--- config.mk ---
export PLATFORM = sky130hd
export DESIGN_NAME = stream_mux_rr
export DESIGN_NICKNAME = d
export VERILOG_FILES = /design/src/rtl/stream_mux_rr.sv
export SDC_FILE = /design/constraint.sdc
export NUM_CORES = 1
export LEC_CHECK = 0
export CORE_MARGIN = 10
export CORE_UTILIZATION = 42
export CTS_CLUSTER_SIZE = 25
export DETAILED_ROUTE_END_ITERATION = 7
export GPL_TIMING_DRIVEN = 0
export PLACE_DENSITY_LB_ADDON = 0.05
export SYNTH_ARGS = -nofsm -noshare
export SYNTH_HDL_FRONTEND = slang
export SYNTH_SLANG_ARGS = --single-unit
--- constraint.sdc ---
create_clock -name clk -period 4.45 [get_ports clk]
set_clock_uncertainty 0.1 [all_clocks]
set_input_delay 0.89 -clock clk [delete_from_list [all_inputs] [get_ports clk]]
set_output_delay 0.89 -clock clk [all_outputs]
set_load 0.01 [all_outputs]
--- src/rtl/stream_mux_rr.sv ---
// N-channel valid/ready stream multiplexer with direct-select and round-robin
// modes, feeding a single registered output word.
module stream_mux_rr #(
  parameter int WIDTH = 8,
  parameter int N     = 4,
  parameter int SELW  = 2
) (
  input  logic               clk,
  input  logic               reset,
  input  logic               mode,
  input  logic [SELW-1:0]    sel,
  input  logic [N*WIDTH-1:0] in_data,
  input  logic [N-1:0]       in_valid,
  output logic [N-1:0]       in_ready,
  output logic [WIDTH-1:0]   out_data,
  output logic               out_valid,
  input  logic               out_ready,
  output logic [SELW-1:0]    out_chan
);

  logic [SELW-1:0]  ptr;
  logic [SELW-1:0]  ptr_next;
  logic [SELW-1:0]  grant;
  logic [SELW-1:0]  hi_idx;
  logic [SELW-1:0]  lo_idx;
  logic             grant_ok;
  logic             hi_ok;
  logic             lo_ok;
  logic             load_en;
  logic             xfer;
  logic [WIDTH-1:0] grant_data;

  assign load_en = ~out_valid | out_ready;

  // Round-robin search split in two: lowest valid channel at or above ptr,
  // else lowest valid channel below ptr. The downward loop leaves the lowest hit.
  // NOTE: every always_comb output gets a default first so no latch is inferred.
  always_comb begin
    hi_idx = '0;
    hi_ok  = 1'b0;
    lo_idx = '0;
    lo_ok  = 1'b0;
    for (int i = N - 1; i >= 0; i--) begin
      if (in_valid[i]) begin
        if (SELW'(i) >= ptr) begin
          hi_idx = SELW'(i);
          hi_ok  = 1'b1;
        end else begin
          lo_idx = SELW'(i);
          lo_ok  = 1'b1;
        end
      end
    end
  end

  always_comb begin
    grant    = '0;
    grant_ok = 1'b0;
    if (mode) begin
      grant_ok = hi_ok | lo_ok;
      grant    = hi_ok ? hi_idx : lo_idx;
    end else begin
      // An out-of-range sel matches no channel and simply never grants.
      for (int i = 0; i < N; i++) begin
        if (sel == SELW'(i) && in_valid[i]) begin
          grant    = sel;
          grant_ok = 1'b1;
        end
      end
    end
  end

  assign xfer = ~reset & load_en & grant_ok;

  always_comb begin
    in_ready   = '0;
    grant_data = '0;
    for (int i = 0; i < N; i++) begin
      if (grant == SELW'(i)) begin
        grant_data  = in_data[i*WIDTH +: WIDTH];
        in_ready[i] = xfer;
      end
    end
  end

  // Wrap at N, not at 2^SELW, so non-power-of-two channel counts rotate correctly.
  assign ptr_next = (grant == SELW'(N - 1)) ? '0 : grant + SELW'(1);

  // NOTE: sequential state uses non-blocking assignments only, so every
  // register samples pre-edge values regardless of statement order.
  always_ff @(posedge clk) begin
    if (reset) begin
      out_valid <= 1'b0;
      out_data  <= '0;
      out_chan  <= '0;
      ptr       <= '0;
    end else if (xfer) begin
      out_valid <= 1'b1;
      out_data  <= grant_data;
      out_chan  <= grant;
      if (mode) begin
        ptr <= ptr_next;
      end
    end else if (out_ready) begin
      out_valid <= 1'b0;
    end
  end

endmodule
==> results of run 1 <==
-- power by group through the flow --
stage	logic, uW	registers (uW)	clock network, uW
after detailed placement	203	139	0
after CTS	205	136	73.1
after global routing	230	137	79.3
after global placement	197	138	0
final	213	136	71.8
after floorplan	108	143	0
-- what timing repair did --
| action | in CTS | in global routing |
|---|---|---|
| endpoints found under the setup margin | 3 | 4 |
| hold endpoints to repair | 0 | 0 |
| gates resized for setup | 4 | 8 |
| pin swaps | 0 | 1 |
| cloned | 0 | 0 |
| setup buffers | 0 | 2 |
-- cell usage in the layout, fill, tap and decap left out, types with 2 or more instances in the layout --
master           instances
ha_4                     2
clkbuf_4                 4
o21ai_1                  5
inv_2                    2
a21oi_2                  7
clkdlybuf4s50_1         53
buf_8                    2
dlymetal6s2s_1           2
nor3_1                   7
nand2b_1                 2
inv_1                    5
nand2_1                  7
nor2_1                   8
nor2b_1                  9
buf_4                    2
mux2i_1                  3
a21oi_1                 14
a211oi_2                 3
clkbuf_8                 2
dfxtp_1                 13
a221oi_1                 8
and2_2                   3
-- metal layers --
metal | GRT usage [%] | share of wire (%) | vias to the layer above
li1 | - | - | 579
met1 | 15.7 | 41 | 563
met2 | 25.4 | 54 | 38
met3 | 3.39 | 4.1 | 4
met4 | 1.97 | 0.88 | 0
met5 | 0 | 0 | -
-- final cells by class --
type / instances / area [um^2]
buffer: 6 / 75.1
multi-input combinational: 97 / 717
tap: 30 / 37.5
sequential: 13 / 260
clock buffer: 4 / 26.3
timing repair buffer: 57 / 571
fill: 211 / 719
inverter: 7 / 26.3
-- state kept, by name, indices dropped and copies added, names as in the netlist --
signal	cells
out_data	8
out_chan	2
ptr	2
out_valid	1
-- per-stage QoR --
| step | cell area [um^2] | total power, uW | setup slack (ps) | setup TNS (ps) | utilization (%) |
|---|---|---|---|---|---|
| 3_3_place_gp | 1640 | 336 | -184 | -404 | 67.5 |
| 6_report | 1710 | 421 | 102 | 0 | 70.4 |
| 5_1_grt | 1710 | 447 | 24.6 | 0 | 70.4 |
| 3_5_place_dp | 1640 | 342 | -225 | -549 | 67.5 |
| 2_1_floorplan | 1050 | 251 | 1040 | 0 | - |
| 4_1_cts | 1670 | 415 | -20.9 | -40.2 | 68.6 |
-- kinds of logic (layout without fill, tap and decap cells) --
| logic type | Yosys count | count (layout) | share of synthesized area, % |
|---|---|---|---|
| AO/OA/AOI/OAI | 48 | 48 | 35.9 |
| AND/OR/NAND/NOR | 41 | 41 | 20.8 |
| buffers and inverters | 15 | 74 | 9.98 |
| flip-flops | 13 | 13 | 24.7 |
| adder cells (fa/ha/maj) | 4 | 4 | 4.75 |
| multiplexers | 4 | 4 | 3.92 |
-- worst max-delay path, cell delays in order --
cell and delay, ps:
clkdlybuf4s50_1 530, mux2_2 350, and3_1 180, o22a_2 260, inv_2 90, ha_4 170
clkbuf_4 190, and2_2 150, clkdlybuf4s50_1 530
-- path summary, 6_finish.rpt --
check,startpoint,endpoint,cells after the start
hold reg to reg,out_chan[0],out_chan[0],2
setup reg to reg,ptr[0],out_data[1],11
hold / removal,out_chan[0],out_chan[0],2
setup / recovery,sel[1],in_ready[2],9
==> run_results.csv, run 1 <==
group,metric,value,unit
placed_design,placedCellCount,210,
sta,fmax,230,MHz
synthesis,synth_top_area_share,24.7,%
sta,rsz0062_at_grt,"false",
cts,cts_tree,"done",
worst_setup_path,path_max_fanout,10,
sta,setup_violations,0,
sta,hold_violations,0,
synthesis,seq_area_frac_synth,24.7,%
synthesis,syn_area,1050,um^2
synthesis,syn_inst,125,
synthesis,synthTopCellsByArea,"dfxtp_1, a21oi_1, a221oi_1",
die,die_w,70.1,um
cts,cts_buffers,3,
worst_setup_path,r2r_setup_slack,1400,ps
global_route,grt_usage,13.8,%
drt,wl_per_cell,17.1,um
placed_design,io_buffers,55,
cts,cts-root-buf,"clkbuf_4",
synthesis,synth_commonest_cells,"a21oi_1, dfxtp_1, nor2b_1",
sta,fin_crit,4350,ps
sta,maxSlewHeadroom,65.5,%
drt,drtAntennaViolNets,0,
cts,numClockSinks,13,
drt,route.detailed.drc,0,
power_and_ir_drop,swShare,33.7,%
cts,clkLatencyLatePin,270,ps
run,cap_violations,0,
die,die_h,70.1,um
synthesis,yosys.area.top_type,"dfxtp_1",
power_and_ir_drop,combPwrFrac,50.6,%
die,core.rowCount,18,
worst_setup_path,endpoint_kind,"output pin",
worst_setup_path,crit_path_start_kind,"input pin",
synthesis,synth-main-ff-cell,"dfxtp_1",
placed_design,place_hpwl,2.93,mm
cts,h-tree-depth,1,
drt,drtPass1Iterations,4,
synthesis,syn_area_per_cell,8.43,um^2
power_and_ir_drop,intPower,279,uW
cts,holdBufCountCts,0,
synthesis,ys_warn_count,0,
power_and_ir_drop,powerDensity,246,nW/um^2
sta,hold_slack,420,ps
synthesis,synth_seq_cells,13,
sta,fin_crit_sh,97.7,%
placed_design,gp_congestion,0.839,
final_layout,fin_nets,231,
global_route,antenna_found_initial,0,
global_route,globalRoute.totalOverflow,0,
synthesis,yosysUniqueCellTypes,36,
final_layout,stdcell_count,214,
global_route,grt_pass1_vias,1160,
power_and_ir_drop,leakagePower,0.000649,uW
worst_setup_path,crit_type,"in2out",
die,start_util,43.3,%
cts,clockBufferDepth,2,
die,dieArea,4910,um^2
drt,drtIter0Drc,60,
sta,drv_slew,0,
worst_setup_path,cp.required,3460,ps
global_route,grt_pass1_wl,5.73,mm
hold_path,hold_class,"reg2reg",
die,ioPinCount,57,
synthesis,yosysMostFrequentCell,"a21oi_1",
global_route,grt_max_degree,12,
power_and_ir_drop,p_clk_share,17.1,%
drt,vias,1184,
outcome,outcome,"finished, final reports clean",
power_and_ir_drop,seq_power_share,32.4,%
sta,worst_pin_slew,517,ps
synthesis,synth_edf_count,0,
power_and_ir_drop,switchingPower,142,uW
final_layout,layout-drive-gt1-share,21.7,%
drt,drt_wl_total,3.65,mm
power_and_ir_drop,ir_drop,265,uV
synthesis,syn_nets,171,
final_layout,antenna_cells,0,
final_layout,area_growth,62.6,%
die,coreArea,2430,um^2
drt,via_per_inst,5.53,
synthesis,ys_async_sr_fraction,0,%
cts,cts.clk_slew.worst_paths,80,ps
worst_setup_path,critPathArrivalTime,3360,ps
Power figures use the tool's default switching activity.
==> run 2, diff against run 1 <==
CAP_MARGIN = 20   (was not set)
==> results of run 2 <==
Same layout as run 1: the final DEF is identical, and so are final timing and power.
==> run 3, diff against run 2 <==
CTS_CLUSTER_DIAMETER = 60   (was not set)
==> results of run 3 <==
Same layout as run 1: the final DEF is identical, and so are final timing and power.
